--- src/rtl/write_arbiter.sv ---
// Write-path arbiter for the AXI crossbar: per-slave round-robin grant held for AW, W burst and B.
// Optional B-wait timeout is compiled in with `define WARB_TIMEOUT_EN.
module write_arbiter #(
  parameter int NUM_M       = 3,
  parameter int NUM_S       = 6,
  parameter int MIDX_BITS   = 3,
  parameter int SIDX_BITS   = 2,
  parameter int TIMEOUT_CYC = 1024
) (
  input  logic                                ACLK,
  input  logic                                ARESET,
  input  logic [NUM_M-1:0][31:0]              AWADDR_M,
  input  logic [NUM_M-1:0]                    AWVALID_M,
  input  logic [NUM_S:0]                      AWREADY_S,
  input  logic [NUM_M-1:0]                    WVALID_M,
  input  logic [NUM_M-1:0]                    WLAST_M,
  input  logic [NUM_S:0]                      WREADY_S,
  input  logic [NUM_S:0]                      BVALID_S,
  input  logic [NUM_M-1:0]                    BREADY_M,
  output logic [NUM_S:0][SIDX_BITS-1:0]       SWIdx,
  output logic [NUM_M-1:0][MIDX_BITS-1:0]     MWIdx,
  output logic [NUM_S:0]                      WTimeout
);

  typedef enum logic [1:0] {ST_IDLE, ST_AW, ST_DATA, ST_RESP} state_t;

  function automatic logic [MIDX_BITS-1:0] decode(input logic [31:0] addr);
    logic [MIDX_BITS-1:0] idx;
    idx = MIDX_BITS'(NUM_S);
    if (addr <= 32'h0000_3FFF)                                idx = MIDX_BITS'(0);
    else if (addr >= 32'h0001_0000 && addr <= 32'h0001_FFFF) idx = MIDX_BITS'(1);
    else if (addr >= 32'h0002_0000 && addr <= 32'h0002_FFFF) idx = MIDX_BITS'(2);
    else if (addr >= 32'h1002_0000 && addr <= 32'h1002_0400) idx = MIDX_BITS'(3);
    else if (addr >= 32'h1001_0000 && addr <= 32'h1001_03FF) idx = MIDX_BITS'(4);
    else if (addr >= 32'h2000_0000 && addr <= 32'h201F_FFFF) idx = MIDX_BITS'(5);
    return idx;
  endfunction

  logic [NUM_M-1:0][MIDX_BITS-1:0] dec;
  logic [NUM_M-1:0]                busy;
  logic [NUM_S:0]                  active;
  logic [NUM_S:0][SIDX_BITS-1:0]   owner_s;

  genvar gi;
  generate
    for (gi = 0; gi < NUM_M; gi++) begin : g_dec
      assign dec[gi] = decode(AWADDR_M[gi]);
    end
  endgenerate

  // A master already holding any slave may not be granted a second one.
  always_comb begin
    busy = '0;
    for (int m = 0; m < NUM_M; m++) begin
      MWIdx[m] = MIDX_BITS'(NUM_S + 1);
      for (int s = 0; s <= NUM_S; s++) begin
        if (active[s] && owner_s[s] == SIDX_BITS'(m)) begin
          busy[m]  = 1'b1;
          MWIdx[m] = MIDX_BITS'(s);
        end
      end
    end
  end

`ifndef WARB_TIMEOUT_EN
  logic unused_timeout_cfg;
  assign unused_timeout_cfg = ^TIMEOUT_CYC;
`endif

  generate
    for (gi = 0; gi <= NUM_S; gi++) begin : g_slave
      state_t               state_reg, state_next;
      logic [SIDX_BITS-1:0] owner_reg, owner_next;
      logic [SIDX_BITS-1:0] ptr_reg, ptr_next;
      logic [NUM_M-1:0]     elig;
      logic                 grant_found;
      logic [SIDX_BITS-1:0] grant_idx;
      logic [SIDX_BITS-1:0] cand;
      logic                 timeout_next;

      always_comb begin
        for (int m = 0; m < NUM_M; m++)
          elig[m] = AWVALID_M[m] && (dec[m] == MIDX_BITS'(gi)) && !busy[m];
      end

      always_comb begin
        grant_found = 1'b0;
        grant_idx   = '0;
        cand        = '0;
        for (int i = 0; i < NUM_M; i++) begin
          cand = SIDX_BITS'((int'(ptr_reg) + i) % NUM_M);
          if (!grant_found && elig[cand]) begin
            grant_found = 1'b1;
            grant_idx   = cand;
          end
        end
      end

`ifdef WARB_TIMEOUT_EN
      localparam int CNT_W = (TIMEOUT_CYC > 2) ? $clog2(TIMEOUT_CYC) : 1;
      logic [CNT_W-1:0] cnt_reg;
      logic             timeout_reg;

      // Counter is held at zero outside RESP, so it starts from zero on entry.
      always_ff @(posedge ACLK) begin
        if (ARESET) begin
          cnt_reg     <= '0;
          timeout_reg <= 1'b0;
        end else begin
          cnt_reg     <= (state_reg == ST_RESP) ? cnt_reg + 1'b1 : '0;
          timeout_reg <= timeout_next;
        end
      end
      assign WTimeout[gi] = timeout_reg;
`else
      assign WTimeout[gi] = 1'b0;
`endif

      always_comb begin
        state_next   = state_reg;
        owner_next   = owner_reg;
        ptr_next     = ptr_reg;
        timeout_next = 1'b0;
        case (state_reg)
          ST_IDLE: begin
            if (grant_found) begin
              owner_next = grant_idx;
              state_next = ST_AW;
            end
          end
          ST_AW: begin
            if (AWVALID_M[owner_reg] && AWREADY_S[gi]) begin
              ptr_next   = (owner_reg == SIDX_BITS'(NUM_M - 1)) ? '0 : owner_reg + 1'b1;
              state_next = ST_DATA;
            end
          end
          ST_DATA: begin
            if (WVALID_M[owner_reg] && WREADY_S[gi] && WLAST_M[owner_reg])
              state_next = ST_RESP;
          end
          ST_RESP: begin
            if (BVALID_S[gi] && BREADY_M[owner_reg])
              state_next = ST_IDLE;
`ifdef WARB_TIMEOUT_EN
            else if (cnt_reg == CNT_W'(TIMEOUT_CYC - 1)) begin
              state_next   = ST_IDLE;
              timeout_next = 1'b1;
            end
`endif
          end
          default: state_next = ST_IDLE;
        endcase
      end

      always_ff @(posedge ACLK) begin
        if (ARESET) begin
          state_reg <= ST_IDLE;
          owner_reg <= '0;
          ptr_reg   <= '0;
        end else begin
          state_reg <= state_next;
          owner_reg <= owner_next;
          ptr_reg   <= ptr_next;
        end
      end

      assign active[gi]  = (state_reg != ST_IDLE);
      assign owner_s[gi] = owner_reg;
      assign SWIdx[gi]   = active[gi] ? owner_reg : SIDX_BITS'(NUM_M);
    end
  endgenerate

endmodule

--- config.mk ---
export PLATFORM = sky130hd
export DESIGN_NAME = write_arbiter
export DESIGN_NICKNAME = d
export VERILOG_FILES = /design/src/rtl/write_arbiter.sv
export SDC_FILE = /design/constraint.sdc
export NUM_CORES = 1
export LEC_CHECK = 0
export ABC_CLOCK_PERIOD_IN_PS = 3080
export BUFFER_PORTS_ARGS = -buffer_cell sky130_fd_sc_hd__buf_2
export CORE_UTILIZATION = 49
export CTS_CLUSTER_DIAMETER = 60
export CTS_CLUSTER_SIZE = 14
export DETAILED_ROUTE_END_ITERATION = 16
export PLACE_DENSITY = 0.76
export SLEW_MARGIN = 5
export SYNTH_ARGS = -nofsm -noshare
export SYNTH_HDL_FRONTEND = slang
export SYNTH_SLANG_ARGS = --single-unit
export TNS_END_PERCENT = 30
--- constraint.sdc ---
create_clock -name ACLK -period 3.08 [get_ports ACLK]
set_clock_uncertainty 0.2 [all_clocks]
set_input_delay 0.308 -clock ACLK [delete_from_list [all_inputs] [get_ports ACLK]]
set_output_delay 0.308 -clock ACLK [all_outputs]
set_load 0.03 [all_outputs]
==> flow_results.xml <==
<?xml version="1.0" encoding="UTF-8"?>
<metrics>
  <group name="outcome">
    <metric name="run_status" unit="">complete, no violations</metric>
  </group>
  <group name="clock_network">
    <metric name="path_clk_slew" unit="ns">0.07</metric>
    <metric name="cts_hold_buffers" unit="">0</metric>
    <metric name="cts_inserted_buffers" unit="">5</metric>
    <metric name="root_driver" unit="">sky130_fd_sc_hd__clkbuf_16</metric>
    <metric name="tritoncts_clock_tree" unit="">done</metric>
    <metric name="clock_sinks" unit="">42</metric>
    <metric name="h-tree-depth" unit="">2</metric>
    <metric name="clk_path_buf_depth" unit="">2</metric>
    <metric name="clock_insertion_delay_worst_skew" unit="ns">0.29</metric>
  </group>
  <group name="yosys">
    <metric name="syn_area" unit="um2">5680</metric>
    <metric name="postSynthAreaPerCell" unit="um2">7.17</metric>
    <metric name="instance_count_of_the_mapped_netlist" unit="">792</metric>
    <metric name="yosys.area.top_type_share" unit="%">14.8</metric>
    <metric name="ys_seq_area_share" unit="%">14.8</metric>
    <metric name="synth-edff-count" unit="">0</metric>
    <metric name="synth.lib_cells_used.distinct" unit="">87</metric>
    <metric name="synthArstFlopShare" unit="%">0</metric>
    <metric name="synthesis.yosys.warnings" unit="">0</metric>
    <metric name="synth-main-ff-cell" unit="">sky130_fd_sc_hd__dfxtp_1</metric>
    <metric name="synth_seq_cells" unit="">42</metric>
    <metric name="synth_top_cell_by_area" unit="">sky130_fd_sc_hd__dfxtp_1</metric>
    <metric name="yosys-top-cells-area" unit="">sky130_fd_sc_hd__dfxtp_1, sky130_fd_sc_hd__ha_1, sky130_fd_sc_hd__nand2_1, sky130_fd_sc_hd__mux2i_1, sky130_fd_sc_hd__nor2_1</metric>
  </group>
  <group name="setup_path">
    <metric name="worst_r2r_startpoint" unit="">g_slave[1].state_reg[0]$_SDFFE_PP0P_</metric>
    <metric name="timing.setup.critical_path_class" unit="">flop to flop</metric>
    <metric name="critPathLaunchType" unit="">flop</metric>
    <metric name="worst-endpoint-arrival" unit="ns">3.03</metric>
    <metric name="timing_endpoint_of_the_critical_path" unit="">g_slave[3].owner_reg[0]$_SDFFE_PP0P_</metric>
    <metric name="crit_start" unit="">g_slave[1].state_reg[0]$_SDFFE_PP0P_</metric>
    <metric name="cp_data_required_time" unit="ns">3.07</metric>
    <metric name="worst_r2r_path_depth" unit="">14</metric>
    <metric name="regToRegSetupSlack" unit="ns">0.04</metric>
    <metric name="critical_path.endpoint_type" unit="">flop</metric>
    <metric name="cp_max_fo" unit="">4</metric>
    <metric name="crit-reg2reg-capture" unit="">g_slave[3].owner_reg[0]$_SDFFE_PP0P_</metric>
  </group>
  <group name="worst_hold_path">
    <metric name="timing.hold.worst.class" unit="">input port to flop</metric>
  </group>
  <group name="cells_and_area">
    <metric name="area_delta_synth_final" unit="%">40.6</metric>
    <metric name="finish.instance_area" unit="um2">7980</metric>
    <metric name="final_util" unit="%">72.1</metric>
    <metric name="num-nets-final" unit="">1219</metric>
    <metric name="drive_gt1_share" unit="%">38.7</metric>
    <metric name="insertedDiodeCount" unit="">0</metric>
  </group>
  <group name="die">
    <metric name="std_cell_rows" unit="">38</metric>
    <metric name="die-width" unit="um">110</metric>
    <metric name="die-area" unit="um2">12000</metric>
    <metric name="io-pin-count" unit="">161</metric>
    <metric name="initial_core_util" unit="%">51.3</metric>
    <metric name="fp.dieH" unit="um">110</metric>
    <metric name="design.core.area" unit="um2">11100</metric>
  </group>
  <group name="detailed_routing">
    <metric name="remaining_drc_errors" unit="">0</metric>
    <metric name="routed_wire_length_per_instance" unit="um">16.8</metric>
    <metric name="dr_total_vias" unit="">7107</metric>
    <metric name="drt_first_pass_iters" unit="">5</metric>
    <metric name="antenna_violating_nets_post_route" unit="">0</metric>
    <metric name="drt_iter0_markers" unit="">624</metric>
    <metric name="mean_number_of_vias_per_cell" unit="">6.02</metric>
    <metric name="total_routed_wirelength" unit="um">19800</metric>
  </group>
  <group name="sta">
    <metric name="final-hold-violation-count" unit="">0</metric>
    <metric name="report.final.setup_viol" unit="">0</metric>
    <metric name="timing.max_slew.rel_slack" unit="%">37.9</metric>
    <metric name="fin_tns_setup" unit="ns">0</metric>
    <metric name="tightest_slew" unit="ns">0.932</metric>
    <metric name="final_min_period_over_clock_period" unit="%">98.7</metric>
    <metric name="timing_max_transition_violations_final" unit="">0</metric>
    <metric name="rsz0062_at_grt" unit="">yes</metric>
    <metric name="fmax" unit="GHz">0.329</metric>
    <metric name="fin_crit" unit="ns">3.04</metric>
  </group>
  <group name="global_route">
    <metric name="grt_util_all_layers" unit="%">30.6</metric>
    <metric name="first_global_vias" unit="">6459</metric>
    <metric name="gr-max-usage-layer" unit="">met2</metric>
    <metric name="wire_length_of_the_first_global_routing_pass" unit="um">29200</metric>
    <metric name="number_of_antenna_violations_at_the_first_check_in_global_routing" unit="">0</metric>
    <metric name="grt_util_met3" unit="%">4.68</metric>
    <metric name="maximum_number_of_pins_on_one_net_before_global_route_repair" unit="">48</metric>
    <metric name="total_congestion_overflow" unit="">0</metric>
    <metric name="met2_track_usage_gr" unit="%">54.5</metric>
    <metric name="met1_usage" unit="%">37.7</metric>
  </group>
  <group name="flow_run">
    <metric name="max-cap-violations" unit="">0</metric>
  </group>
  <group name="place">
    <metric name="dp.final_hpwl" unit="um">14700</metric>
    <metric name="post_dp_cell_area" unit="um2">7270</metric>
    <metric name="placement.io_buffers" unit="">153</metric>
    <metric name="place_congestion" unit="">1.03</metric>
  </group>
  <group name="pwr">
    <metric name="power.share.clock" unit="%">19.7</metric>
    <metric name="power.share.combinational" unit="%">62.5</metric>
    <metric name="cellLeakagePower" unit="nW">3.25</metric>
    <metric name="netSwitchingPower" unit="mW">1.55</metric>
    <metric name="p_int" unit="mW">2.10</metric>
    <metric name="swShare" unit="%">42.5</metric>
    <metric name="vdd_ir_drop_max" unit="mV">0.436</metric>
    <metric name="seq_power_share" unit="%">17.9</metric>
    <metric name="power.density_cell_area" unit="nW/um2">458</metric>
  </group>
</metrics>
[per-layer routing]
metal  part of all wire, %  up-vias
met3                   7.2       54
met2                    49      343
met1                    40     3313
met5                     0        -
met4                   3.1        0
li1                      -     3397
[synthesized netlist by cell type, types with 4 or more instances]
| cell type | number |
|---|---|
| sky130_fd_sc_hd__nand2_1 | 78 |
| sky130_fd_sc_hd__nor2_1 | 69 |
| sky130_fd_sc_hd__inv_1 | 67 |
| sky130_fd_sc_hd__ha_1 | 49 |
| sky130_fd_sc_hd__a21oi_1 | 46 |
| sky130_fd_sc_hd__dfxtp_1 | 42 |
| sky130_fd_sc_hd__nor3_1 | 37 |
| sky130_fd_sc_hd__mux2i_1 | 29 |
| sky130_fd_sc_hd__o21ai_0 | 28 |
| sky130_fd_sc_hd__nand4_1 | 21 |
| sky130_fd_sc_hd__clkbuf_1 | 18 |
| sky130_fd_sc_hd__nand2b_1 | 18 |
| sky130_fd_sc_hd__nand3_1 | 18 |
| sky130_fd_sc_hd__o22ai_1 | 17 |
| sky130_fd_sc_hd__nor4_1 | 15 |
| sky130_fd_sc_hd__or3_1 | 15 |
| sky130_fd_sc_hd__nor2b_1 | 14 |
| sky130_fd_sc_hd__buf_2 | 11 |
| sky130_fd_sc_hd__or3b_2 | 10 |
| sky130_fd_sc_hd__a221oi_1 | 8 |
| sky130_fd_sc_hd__a22oi_1 | 8 |
| sky130_fd_sc_hd__buf_4 | 8 |
| sky130_fd_sc_hd__nor3b_1 | 8 |
| sky130_fd_sc_hd__o211ai_1 | 8 |
| sky130_fd_sc_hd__o31ai_1 | 8 |
| sky130_fd_sc_hd__and2_1 | 7 |
| sky130_fd_sc_hd__nand3b_1 | 7 |
| sky130_fd_sc_hd__or2_2 | 7 |
| sky130_fd_sc_hd__or4_1 | 6 |
| sky130_fd_sc_hd__a31oi_1 | 5 |
| sky130_fd_sc_hd__nand4b_1 | 5 |
| sky130_fd_sc_hd__nor4_2 | 5 |
| sky130_fd_sc_hd__o21ai_1 | 5 |
| sky130_fd_sc_hd__a2111oi_0 | 4 |
| sky130_fd_sc_hd__a21boi_0 | 4 |
| sky130_fd_sc_hd__o221ai_1 | 4 |
[layout make-up]
type,instances,area (um2)
Multi-Input combinational cell,650,4810
Clock buffer,6,139
Fill cell,902,3090
Tap cell,140,175
Inverter,67,251
Timing Repair Buffer,273,1690
Clock inverter,2,60.1
Sequential cell,42,853
[power groups by stage]
stage / combinational [mW] / sequential [mW] / clock [mW]
2_1_floorplan: 1.22 / 0.648 / 0
3_3_place_gp: 1.90 / 0.648 / 0
3_5_place_dp: 1.93 / 0.651 / 0
4_1_cts: 1.97 / 0.640 / 0.721
5_1_grt: 2.45 / 0.659 / 0.747
6_report: 2.28 / 0.653 / 0.718
[cells in the final DEF, fill, tap and decap left out, types with 8 or more instances in the layout]
cell and instances:
sky130_fd_sc_hd__dfxtp_1 32, sky130_fd_sc_hd__o21ai_1 8, sky130_fd_sc_hd__nor4_1 15, sky130_fd_sc_hd__nor2_1 68, sky130_fd_sc_hd__buf_4 116, sky130_fd_sc_hd__nand2_1 78, sky130_fd_sc_hd__inv_2 11, sky130_fd_sc_hd__o21ai_0 24
sky130_fd_sc_hd__dfxtp_2 10, sky130_fd_sc_hd__nor2b_1 14, sky130_fd_sc_hd__buf_2 153, sky130_fd_sc_hd__nor3_1 34, sky130_fd_sc_hd__nand2b_1 18, sky130_fd_sc_hd__o22ai_1 16, sky130_fd_sc_hd__nand4_1 21, sky130_fd_sc_hd__mux2i_1 29
sky130_fd_sc_hd__a21oi_1 46, sky130_fd_sc_hd__inv_1 56, sky130_fd_sc_hd__or3_1 13, sky130_fd_sc_hd__o211ai_1 8, sky130_fd_sc_hd__ha_1 42, sky130_fd_sc_hd__nand3_1 15
[worst max-delay path, cell delays in order (launching register included)]
cell	delay, ns
sky130_fd_sc_hd__dfxtp_2	0.33
sky130_fd_sc_hd__inv_2	0.07
sky130_fd_sc_hd__ha_4	0.15
sky130_fd_sc_hd__nor3_1	0.05
sky130_fd_sc_hd__buf_4	0.14
sky130_fd_sc_hd__nor4_1	0.25
sky130_fd_sc_hd__buf_4	0.18
sky130_fd_sc_hd__nand3_4	0.11
sky130_fd_sc_hd__buf_12	0.16
sky130_fd_sc_hd__a2111o_1	0.41
sky130_fd_sc_hd__a21oi_2	0.23
sky130_fd_sc_hd__buf_4	0.17
sky130_fd_sc_hd__o21ai_1	0.09
sky130_fd_sc_hd__nor2b_1	0.16
sky130_fd_sc_hd__a211oi_2	0.23
[what timing repair did]
action,CTS,global route
gates resized for setup,13,83
setup buffers,1,12
setup endpoints to repair,11,28
cloned,0,0
pin swaps,6,38
[through the flow]
stage                     instances  hold slack (ns)  worst slack [ns]  power, mW
after floorplan                 798            0.249            0.0252       1.86
after global placement         1159            0.266           -0.0873       2.55
after detailed placement       1159            0.272            -0.147       2.58
after CTS                      1168            0.219           -0.0381       3.33
after global routing           1180            0.251           -0.0730       3.85
final                          1180            0.217            0.0392       3.65
[logic make-up (layout without fill, tap and decap cells)]
family          after synthesis  count (layout)  synth area share, %
mux                          31              31                 5.51
other cells                   1               7               0.0660
flops                        42              42                 14.8
compound gates              197             197                 24.9
simple gates                366             366                 36.1
fa+ha+maj                    49              49                 10.8
buf+inv                     106             348                 7.78
[worst min-delay path by stage]
stage,start,to,slack [ns],depth (start not counted)
detailed placement,g_slave[0].ptr_reg[0]$_SDFFE_PP0P_,g_slave[0].ptr_reg[0]$_SDFFE_PP0P_,0.27,2
global route,WREADY_S[1],g_slave[1].state_reg[0]$_SDFFE_PP0P_,0.25,5
CTS,AWREADY_S[4],g_slave[4].ptr_reg[0]$_SDFFE_PP0P_,0.22,4
floorplan,g_slave[0].ptr_reg[0]$_SDFFE_PP0P_,g_slave[0].ptr_reg[0]$_SDFFE_PP0P_,0.25,2
global placement,g_slave[4].ptr_reg[0]$_SDFFE_PP0P_,g_slave[4].ptr_reg[0]$_SDFFE_PP0P_,0.27,2
finish,AWREADY_S[4],g_slave[4].ptr_reg[0]$_SDFFE_PP0P_,0.22,4
Note: power is estimated with default switching activity, not from simulation.
